<file path="config.mk">
export PLATFORM = sky130hd
export DESIGN_NAME = ccff_bitstream_loader_flat
export DESIGN_NICKNAME = d
export VERILOG_FILES = /design/src/rtl/ccff_pkg.sv /design/src/rtl/ccff_bitstream_loader_if.sv /design/src/rtl/ccff_word_serializer.sv /design/src/rtl/ccff_bitstream_loader.sv /design/src/flat_wrapper.sv
export SDC_FILE = /design/constraint.sdc
export NUM_CORES = 1
export LEC_CHECK = 0
export BUFFER_PORTS_ARGS = -buffer_cell sky130_fd_sc_hd__buf_4
export CAP_MARGIN = 20
export CORE_MARGIN = 4
export CORE_UTILIZATION = 40
export DETAILED_ROUTE_END_ITERATION = 16
export GPL_TIMING_DRIVEN = 0
export PLACE_DENSITY = 0.54
export REMOVE_ABC_BUFFERS = 1
export SLEW_MARGIN = 20
export SYNTH_ARGS = -nofsm -noshare
export SYNTH_HDL_FRONTEND = slang
export SYNTH_HIERARCHICAL = 1
export SYNTH_SLANG_ARGS = --single-unit
</file>
<file path="constraint.sdc">
create_clock -name prog_clk -period 3.3 [get_ports prog_clk]
set_input_delay 0.165 -clock prog_clk [delete_from_list [all_inputs] [get_ports prog_clk]]
set_output_delay 0.165 -clock prog_clk [all_outputs]
set_load 0.05 [all_outputs]
</file>
<file path="src/rtl/ccff_pkg.sv">
// Shared definitions for the configuration-chain loader: FSM states and the
// default chain geometry used by the fabric wrapper and benches.
package ccff_pkg;

    localparam int DEF_BITSTREAM_SIZE = 29696;
    localparam int DEF_WORD_W         = 32;
    localparam int DEF_PROBE_MARGIN   = 16;

    typedef enum logic [1:0] {
        ST_IDLE   = 2'd0,
        ST_LOAD   = 2'd1,
        ST_PROBE  = 2'd2,
        ST_FINISH = 2'd3
    } ccff_state_e;

    function automatic int ceil_div(input int num, input int den);
        return (num + den - 1) / den;
    endfunction

endpackage

</file>
<file path="src/rtl/ccff_bitstream_loader_if.sv">
// Bitstream word stream from the SoC side: valid/ready handshake plus data.
interface ccff_bitstream_loader_if
    import ccff_pkg::*;
#(
    parameter int WORD_W = DEF_WORD_W
);
    logic [WORD_W-1:0] word_data;
    logic              word_valid;
    logic              word_ready;

    modport master (output word_data, output word_valid, input word_ready);
    modport slave  (input word_data, input word_valid, output word_ready);

endinterface

</file>
<file path="src/rtl/ccff_word_serializer.sv">
// Turns accepted bitstream words into a bit stream, MSB first, via a holding
// register feeding a shift register; trims the final partial word.
module ccff_word_serializer
    import ccff_pkg::*;
#(
    parameter int BITSTREAM_SIZE = DEF_BITSTREAM_SIZE,
    parameter int WORD_W         = DEF_WORD_W
) (
    input  logic                   prog_clk,
    input  logic                   pReset,
    input  logic                   clear_i,
    input  logic                   en_i,
    ccff_bitstream_loader_if.slave word_if,
    output logic                   bit_valid_o,
    output logic                   bit_o
);

    localparam int NUM_WORDS = ceil_div(BITSTREAM_SIZE, WORD_W);
    localparam int LAST_BITS = (BITSTREAM_SIZE % WORD_W == 0) ? WORD_W : (BITSTREAM_SIZE % WORD_W);
    localparam int WCNT_W    = $clog2(NUM_WORDS + 1);
    localparam int SCNT_W    = $clog2(WORD_W + 1);

    localparam logic [WCNT_W-1:0] WORDS_TOTAL = WCNT_W'(NUM_WORDS);
    localparam logic [WCNT_W-1:0] WORDS_FINAL = WCNT_W'(NUM_WORDS - 1);
    localparam logic [SCNT_W-1:0] FULL_BITS   = SCNT_W'(WORD_W);
    localparam logic [SCNT_W-1:0] TAIL_BITS   = SCNT_W'(LAST_BITS);

    logic [WORD_W-1:0] hold_q, hold_d;
    logic [WORD_W-1:0] shift_q, shift_d;
    logic              hold_valid_q, hold_valid_d;
    logic              hold_last_q, hold_last_d;
    logic [SCNT_W-1:0] shift_cnt_q, shift_cnt_d;
    logic [WCNT_W-1:0] words_q, words_d;
    logic              accept;

    assign word_if.word_ready = en_i && !hold_valid_q && (words_q < WORDS_TOTAL);
    assign accept             = word_if.word_valid && word_if.word_ready;
    assign bit_valid_o        = en_i && (shift_cnt_q != '0);
    assign bit_o              = shift_q[WORD_W-1];

    always_comb begin
        hold_d       = hold_q;
        hold_valid_d = hold_valid_q;
        hold_last_d  = hold_last_q;
        shift_d      = shift_q;
        shift_cnt_d  = shift_cnt_q;
        words_d      = words_q;

        if (bit_valid_o) begin
            shift_d     = shift_q << 1;
            shift_cnt_d = shift_cnt_q - SCNT_W'(1);
        end

        // Refill in the same cycle the last bit leaves, so back-to-back words never bubble.
        if (en_i && hold_valid_q && (shift_cnt_d == '0)) begin
            shift_d      = hold_q;
            shift_cnt_d  = hold_last_q ? TAIL_BITS : FULL_BITS;
            hold_valid_d = 1'b0;
        end

        if (accept) begin
            hold_d       = word_if.word_data;
            hold_valid_d = 1'b1;
            hold_last_d  = (words_q == WORDS_FINAL);
            words_d      = words_q + WCNT_W'(1);
        end

        if (clear_i) begin
            hold_d       = '0;
            hold_valid_d = 1'b0;
            hold_last_d  = 1'b0;
            shift_d      = '0;
            shift_cnt_d  = '0;
            words_d      = '0;
        end
    end

    always_ff @(posedge prog_clk or negedge pReset) begin
        if (!pReset) begin
            hold_q       <= '0;
            hold_valid_q <= 1'b0;
            hold_last_q  <= 1'b0;
            shift_q      <= '0;
            shift_cnt_q  <= '0;
            words_q      <= '0;
        end else begin
            hold_q       <= hold_d;
            hold_valid_q <= hold_valid_d;
            hold_last_q  <= hold_last_d;
            shift_q      <= shift_d;
            shift_cnt_q  <= shift_cnt_d;
            words_q      <= words_d;
        end
    end

endmodule

</file>
<file path="src/rtl/ccff_bitstream_loader.sv">
// Configuration-chain driver: serialises bitstream words onto ccff_head with a
// qualified shift enable, or probes the chain length with a single marker bit.
module ccff_bitstream_loader
    import ccff_pkg::*;
#(
    parameter int  BITSTREAM_SIZE = DEF_BITSTREAM_SIZE,
    parameter int  WORD_W         = DEF_WORD_W,
    parameter int  PROBE_MARGIN   = DEF_PROBE_MARGIN,
    localparam int CNT_W          = $clog2(BITSTREAM_SIZE + PROBE_MARGIN + 1)
) (
    input  logic                   prog_clk,
    input  logic                   pReset,
    input  logic                   start,
    input  logic                   mode_probe,
    ccff_bitstream_loader_if.slave word_if,
    output logic                   ccff_head,
    output logic                   ccff_shift_en,
    input  logic                   ccff_tail,
    output logic                   busy,
    output logic                   done,
    output logic                   error,
    output logic [CNT_W-1:0]       bit_count
);

    localparam logic [CNT_W-1:0] SIZE_CNT = CNT_W'(BITSTREAM_SIZE);
    localparam logic [CNT_W-1:0] LAST_CNT = CNT_W'(BITSTREAM_SIZE - 1);
    localparam logic [CNT_W-1:0] MAX_CNT  = CNT_W'(BITSTREAM_SIZE + PROBE_MARGIN);

    ccff_state_e      state_q, state_d;
    logic [CNT_W-1:0] bit_count_q, bit_count_d;
    logic             head_q, head_d;
    logic             shift_en_q, shift_en_d;
    logic             done_q, done_d;
    logic             error_q, error_d;
    logic             start_acc;
    logic             ser_valid;
    logic             ser_bit;
    logic             tail_hit;
    logic             probe_end;
    logic             probe_fail;

    assign start_acc  = start && (state_q == ST_IDLE);
    assign tail_hit   = (bit_count_q != '0) && ccff_tail;
    assign probe_end  = tail_hit || (bit_count_q == MAX_CNT);
    assign probe_fail = tail_hit ? (bit_count_q != SIZE_CNT) : 1'b1;

    ccff_word_serializer #(
        .BITSTREAM_SIZE (BITSTREAM_SIZE),
        .WORD_W         (WORD_W)
    ) u_serializer (
        .prog_clk    (prog_clk),
        .pReset      (pReset),
        .clear_i     (start_acc),
        .en_i        (state_q == ST_LOAD),
        .word_if     (word_if),
        .bit_valid_o (ser_valid),
        .bit_o       (ser_bit)
    );

    always_comb begin
        state_d     = state_q;
        bit_count_d = bit_count_q;
        head_d      = head_q;
        shift_en_d  = 1'b0;
        done_d      = done_q;
        error_d     = error_q;

        case (state_q)
            ST_IDLE: begin
                if (start) begin
                    state_d     = mode_probe ? ST_PROBE : ST_LOAD;
                    bit_count_d = '0;
                    done_d      = 1'b0;
                    error_d     = 1'b0;
                end
            end
            ST_LOAD: begin
                shift_en_d = ser_valid;
                if (ser_valid) begin
                    head_d = ser_bit;
                end
                if (shift_en_q && (bit_count_q != SIZE_CNT)) begin
                    bit_count_d = bit_count_q + CNT_W'(1);
                end
                if (shift_en_q && (bit_count_q == LAST_CNT)) begin
                    state_d = ST_FINISH;
                    done_d  = 1'b1;
                end
            end
            ST_PROBE: begin
                // The enable for the next edge is already registered when the tail is
                // judged; that trailing edge is not counted, so bit_count reports k.
                if (probe_end) begin
                    state_d = ST_FINISH;
                    done_d  = 1'b1;
                    error_d = probe_fail;
                    head_d  = 1'b0;
                end else begin
                    shift_en_d = 1'b1;
                    head_d     = (bit_count_q == '0) && !shift_en_q;
                    if (shift_en_q && (bit_count_q != MAX_CNT)) begin
                        bit_count_d = bit_count_q + CNT_W'(1);
                    end
                end
            end
            ST_FINISH: begin
                state_d = ST_IDLE;
            end
            default: begin
                state_d = ST_IDLE;
            end
        endcase
    end

    always_ff @(posedge prog_clk or negedge pReset) begin
        if (!pReset) begin
            state_q     <= ST_IDLE;
            bit_count_q <= '0;
            head_q      <= 1'b0;
            shift_en_q  <= 1'b0;
            done_q      <= 1'b0;
            error_q     <= 1'b0;
        end else begin
            state_q     <= state_d;
            bit_count_q <= bit_count_d;
            head_q      <= head_d;
            shift_en_q  <= shift_en_d;
            done_q      <= done_d;
            error_q     <= error_d;
        end
    end

    assign ccff_head     = head_q;
    assign ccff_shift_en = shift_en_q;
    assign busy          = (state_q == ST_LOAD) || (state_q == ST_PROBE);
    assign done          = done_q;
    assign error         = error_q;
    assign bit_count     = bit_count_q;

endmodule
</file>
<file path="src/flat_wrapper.sv">
// flat-port wrapper written by rule: the top's interface ports become plain ports
module ccff_bitstream_loader_flat import ccff_pkg::*;
#(
    parameter int  BITSTREAM_SIZE = DEF_BITSTREAM_SIZE,
    parameter int  WORD_W         = DEF_WORD_W,
    parameter int  PROBE_MARGIN   = DEF_PROBE_MARGIN,
    localparam int CNT_W          = $clog2(BITSTREAM_SIZE + PROBE_MARGIN + 1)
)
  (prog_clk, pReset, start, mode_probe, ccff_head, ccff_shift_en, ccff_tail, busy, done, error, bit_count, word_if_word_data, word_if_word_valid, word_if_word_ready);
  ccff_bitstream_loader_if #(.WORD_W(WORD_W)) word_if_i ();
  input  logic prog_clk;
  input  logic pReset;
  input  logic start;
  input  logic mode_probe;
  output logic ccff_head;
  output logic ccff_shift_en;
  input  logic ccff_tail;
  output logic busy;
  output logic done;
  output logic error;
  output logic [CNT_W-1:0] bit_count;
  input wire logic [$bits(word_if_i.word_data)-1:0] word_if_word_data;
  input wire logic [$bits(word_if_i.word_valid)-1:0] word_if_word_valid;
  output wire logic [$bits(word_if_i.word_ready)-1:0] word_if_word_ready;
  assign word_if_i.word_data = word_if_word_data;
  assign word_if_i.word_valid = word_if_word_valid;
  assign word_if_word_ready = word_if_i.word_ready;
  ccff_bitstream_loader #(.BITSTREAM_SIZE(BITSTREAM_SIZE), .WORD_W(WORD_W), .PROBE_MARGIN(PROBE_MARGIN)) u_core (.prog_clk(prog_clk), .pReset(pReset), .start(start), .mode_probe(mode_probe), .word_if(word_if_i), .ccff_head(ccff_head), .ccff_shift_en(ccff_shift_en), .ccff_tail(ccff_tail), .busy(busy), .done(done), .error(error), .bit_count(bit_count));
endmodule
</file>
==> Yosys cells after proc, flatten, opt, wreduce, memory -nomap -nowiden <==
Cells that the tools add are included.
Widths: inputs -> output; s select.
{ "classes": {"add_sub_neg": 3, "n_mul": 0, "div": 0, "n_lt_le_gt_ge": 1, "eq_ne": 14, "n_shift": 0, "mux": 35, "bitwise_logic": 0, "reduce_logical": 32} }
{ "op_table": {"columns": ["op", "n"], "rows": [
  ["$mux 32", 5],
  ["$mux 15", 4],
  ["$pmux 15 s3", 1],
  ["$eq 15x15->1 const B", 2],
  ["$ne 15x15->1 const B", 2],
  ["$mux 10", 2],
  ["$mux 6", 3],
  ["$add 15x1->15 const B", 1],
  ["$logic_not 15->1", 1],
  ["$reduce_bool 15->1", 1],
  ["$logic_and 1x1->1", 12],
  ["$mux 1", 11],
  ["$add 10x1->10 const B", 1],
  ["$lt 10x10->1 const B", 1],
  ["$ne 2x1->1 const B", 5],
  ["$reduce_bool 3->1", 3],
  ["$mux 2", 4],
  ["$pmux 2 s4", 1],
  ["$logic_not 6->1", 1],
  ["$pmux 1 s2", 3],
  ["$reduce_and 3->1", 2],
  ["$reduce_bool 2->1", 3],
  ["$reduce_bool 6->1", 1],
  ["$sub 6x1->6 const B", 1],
  ["other kinds (10)", 14]
]} }
{ "totals": {"regBits": 102, "latch_bits": 0, "mem_bits_rw": 0, "mem_bits_ro": 0, "inputBits": 38, "output_inout_bits": 21, "wordCells": 96, "n_memories": 0} }

==> Longest topological paths before layout <==
{ "depth": {"ltp_word": 8, "ltp_mapped": 11, "mapped_depth_nobuf": 9} }

==> Hierarchy <==
Netlist, hierarchy kept.
{ "by_module_without_submodules": {"columns": ["module", "n_inst", "cells_each", "area_per_inst_um2", "seq_area_each_um2"], "rows": [
  ["ccff_word_serializer", 1, 397, 3896.2, 2026.9],
  ["ccff_bitstream_loader", 1, 157, 1457.6, 525.5]
]} }

==> Worst setup path before layout <==
OpenSTA, ideal clock, no wires.
{ "synth_timing": {"path_kind": "flip-flop to flip-flop", "startpoint": "register u_core.bit_count_q[7], in the netlist u_core/bit_count[7]", "endpoint": "register u_core.bit_count_q[12], in the netlist u_core/bit_count[12]", "setup_time_ns": 0.121, "arrival_ns": 2.739, "required_ns": 3.179, "setup_slack_ns": 0.440, "path_stages_with_launch": 7, "period_less_slack_ns": 2.860, "cell_sequence": "dfrtp_1 > or4_4 > or4_4 > a211o_1 > buf_6 > a221o_1 > a22o_1"} }
{ "synth_between": {"elab_chain_cells": 5} }
{ "synth_lines": {"columns": ["item", "line", "text"], "rows": [
  ["start: declaration", "ccff_bitstream_loader.sv:30", "logic [CNT_W-1:0] bit_count_q, bit_count_d;"],
  ["start signal: assignment", "ccff_bitstream_loader.sv:125", "bit_count_q <= bit_count_d;"],
  ["branches (longest 5 deep; another with $add 15x1->15)", null, null]
]} }
Parallel ways; which one is timed is not known. The select of a mux whose other input is x is not followed.
A chain may end at the register's enable or synchronous reset.

==> Worst setup path after layout <==
{ "layout_timing": {"startpoint": "register u_core.state_q[1]", "endpoint": "register u_core.u_serializer.shift_q[2]"} }
{ "layout_between": {"elab_chain_cells": 7} }
{ "layout_lines": {"columns": ["item", "line", "text"], "rows": [
  ["start: declaration", "ccff_bitstream_loader.sv:29", "ccff_state_e state_q, state_d;"],
  ["start signal: assignment", "ccff_bitstream_loader.sv:124", "state_q <= state_d;"],
  ["$eq 2x1->1", "ccff_bitstream_loader.sv:54", ".en_i (state_q == ST_LOAD),"],
  ["$logic_and 1x1->1", "ccff_word_serializer.sv:38", "assign bit_valid_o = en_i && (shift_cnt_q != '0);"],
  ["$mux 6", "ccff_word_serializer.sv:49", "if (bit_valid_o) begin"],
  ["$logic_not 6->1", "ccff_word_serializer.sv:55", "if (en_i && hold_valid_q && (shift_cnt_d == '0)) begin"],
  ["$logic_and 1x1->1", "ccff_word_serializer.sv:55", null],
  ["$mux 32", "ccff_word_serializer.sv:55", null],
  ["$mux 32", "ccff_word_serializer.sv:68", "if (clear_i) begin"],
  ["end signal: assignment", "ccff_word_serializer.sv:90", "shift_q <= shift_d;"],
  ["end: declaration", "ccff_word_serializer.sv:29", "logic [WORD_W-1:0] shift_q, shift_d;"]
]} }
Several ways; a longest one is shown, not always the timed one.

==> metrics.cfg <==
[run_status]
outcome=completed

[sta]
min_period_over_period=0.920
maxSlewViolCount=0
timing.final.hold_violations=0
relSlewSlack=0.352
holdWs_ns=0.0541
tightest_slew_ns=0.972
fin_crit_ns=3.04
rsz0062_at_grt=no
skew_ns=0.00916
setup_viol=0
max_freq_mhz=329

[critical_path]
cp.arrival_ns=3.28
required_ns=3.54
r2r-end=u_core/u_serializer/shift_q[2]
crit_path_cell_trace=inv_1, ha_2, or4b_1, and2_1, a2111oi_4, buf_4, buf_6, buf_6, nand4_1, o31ai_1
worstReg2RegStart=u_core/state_q[1]
path_class=reg2reg
crit_buf_inv=4
crit_fanout=19
max_stage_delay_ns=0.56
cpMostUsedCell=buf_6
crit_path_start_kind=flip-flop
critPathCaptureType=flip-flop
reg2reg_depth=10
crit_family=simple AND/OR/NAND/NOR gates
critPathSlowestCell=a2111oi_4
rrSetupSlack_ns=0.26

[synthesis]
syn_inst=554
yosysWarnings=6
async_flop_share=1.00
yosysMostFrequentCell=dfrtp_1
synth.top_cells.by_area=dfrtp_1 (48%), mux2i_1 (6.4%), nand2_1 (5.7%)
synth_area_um2=5350
synth_top_area_cell=dfrtp_1
post_synth.cell_area_avg_um2=9.66
ys.flop_type=dfrtp_1
ys_top_cells_by_count=dfrtp_1 (102), nand2_1 (82), a21oi_1 (43)
synth_seq_cells=102
synth_top_area_share=0.477
yosysUniqueCellTypes=64
synth_edf_count=0
synth.yosys.seq_area_share=0.477

[route]
vias_per_cell=5.54
dr.first_iter.drc_count=310
first_pass_iters=4
routed_wl_um=12400
routedWlPerCell_um=16.0
vias=4288
antenna_left=0
drc=0

[pwr]
power_switching_uw=2290
power_frac_seq=0.342
p_int_uw=3170
power_density_nw_per_um2=860
comb_power_share=0.465
p_leak_uw=0.00284
switching_share=0.419
peakVddDrop_mv=0.350
clkPwrFrac=0.193

[global_routing]
grt-ovfl-total=0
grt_pass1_wl_um=20800
grt_max_degree=103
first_global_vias=4293
grt_usage=0.170
antenna_found_initial=0

[cts]
cts_tree=done
post_cts_buffers=0
cts-buffers-inserted=9
max-clock-path-buffers=2
cts_root_buffer=clkbuf_16
clk_latency_ns=0.35
h-tree-depth=3
clk_pin_slew_ns=0.07
cts_sinks=102

[placed_design]
placedInstanceArea_um2=6010
hpwl_um=8110
place_congestion=0.842
io_buffers=58

[layout]
nFillCells=1284
antenna_cells=0
final_nets=640
layout-drive-gt1-share=0.169
design_area_um2=6340
synthToLayoutAreaGrowth_pct=18.4

[hold_path]
min_from=word_if_word_data[7]
min_path_cells=3
hold_end=u_core/u_serializer/hold_q[7]
hp-class=in2reg

[die]
core.rowCount=42
start_util=0.406
die_w_um=124
core_area_um2=13200
pin_count=59
die_y_um=124
dieArea_um2=15300

[run]
cap_violations=0

[stage by stage]
step	total power, uW	instances	setup WS, ns	setup TNS [ns]	util
5_1_grt	5850	774	0.0202	0	0.481
4_1_cts	5500	773	0.00967	0	0.479
3_3_place_gp	4260	747	-3.17	-124.38	0.442
2_1_floorplan	3630	513	-1.88	-56.48	-
6_report	5450	774	0.262	0	0.481
3_5_place_dp	4430	756	-0.143	-4.19	0.456
[repair_timing]
item	4_1_cts	5_1_grt
endpoints found under the hold margin	71	0
gates resized for setup	1	1
endpoints found under the setup margin	35	35
hold buffers	1	0
[registers in the layout, indices dropped and copies added (netlist names)]
signal	cells
u_core/ccff_head	1
u_core/u_serializer/hold_q	32
u_core/u_serializer/hold_valid_q	1
u_core/done	1
u_core/u_serializer/shift_q	32
u_core/error	1
u_core/bit_count	15
u_core/u_serializer/shift_cnt_q	6
u_core/u_serializer/words_q	10
u_core/ccff_shift_en	1
u_core/state_q	2
[cell type report]
cell class / instances / area (um^2) / share of cell area
Sequential cell: 102 / 2550 / 0.403
Clock inverter: 5 / 58.8 / 0.00928
Multi-Input combinational cell: 392 / 2580 / 0.406
Inverter: 19 / 71.3 / 0.0112
Timing Repair Buffer: 69 / 628 / 0.0991
Clock buffer: 11 / 233 / 0.0367
Tap cell: 176 / 220 / 0.0347
[cells in the final DEF (no fill, tap or decap), types with 10 or more instances in the layout]
cell / Yosys / layout
dfrtp_1: 102 / 102
nand2_1: 82 / 82
buf_4: 4 / 58
a21oi_1: 43 / 42
nand4_1: 37 / 37
mux2i_1: 34 / 34
o31ai_1: 31 / 31
nor2_1: 25 / 25
inv_1: 17 / 17
nor3_1: 11 / 11
clkbuf_16: 0 / 10
[cells by family (layout without fill, tap and decap cells)]
logic type	after synthesis	count (layout)	synth area share
AND/OR/NAND/NOR	205	205	0.192
AO/OA/AOI/OAI	134	134	0.182
flip-flops	102	102	0.477
buffers and inverters	60	104	0.0479
multiplexers	35	35	0.0657
adder cells (fa/ha/maj)	9	9	0.0210
XOR/XNOR	9	9	0.0147
[routing by layer]
metal  global-route usage  wire (um)
met2                0.283       6030
met5                    0          0
met1                0.224       5750
met4               0.0581        168
met3               0.0277        474
[tightest hold or removal path, stage by stage]
cell	delay (ns)
buf_4	0.11
nand2_1	0.04
a21oi_1	0.05
[worst max-delay path by stage]
stage,from,to,slack (ns),cells past startpoint
2_1_floorplan,u_core/u_serializer/shift_cnt_q[2],u_core/ccff_head,-1.88,6
3_3_place_gp,u_core/u_serializer/shift_cnt_q[2],u_core/ccff_head,-3.17,6
3_5_place_dp,u_core/state_q[1],u_core/u_serializer/shift_q[1],-0.14,7
4_1_cts,u_core/state_q[1],u_core/u_serializer/shift_q[14],0.01,10
5_1_grt,u_core/state_q[1],u_core/u_serializer/shift_q[13],0.02,10
6_report,u_core/state_q[1],u_core/u_serializer/shift_q[2],0.26,10
[power groups by stage]
| stage | sequential (uW) | combinational (uW) | clock (uW) |
|---|---|---|---|
| 2_1_floorplan | 1970 | 1650 | 0 |
| 3_3_place_gp | 1880 | 2380 | 0 |
| 3_5_place_dp | 1890 | 2540 | 0 |
| 4_1_cts | 1870 | 2540 | 1100 |
| 5_1_grt | 1910 | 2800 | 1130 |
| 6_report | 1860 | 2530 | 1050 |
(Power assumes the default switching activity.)
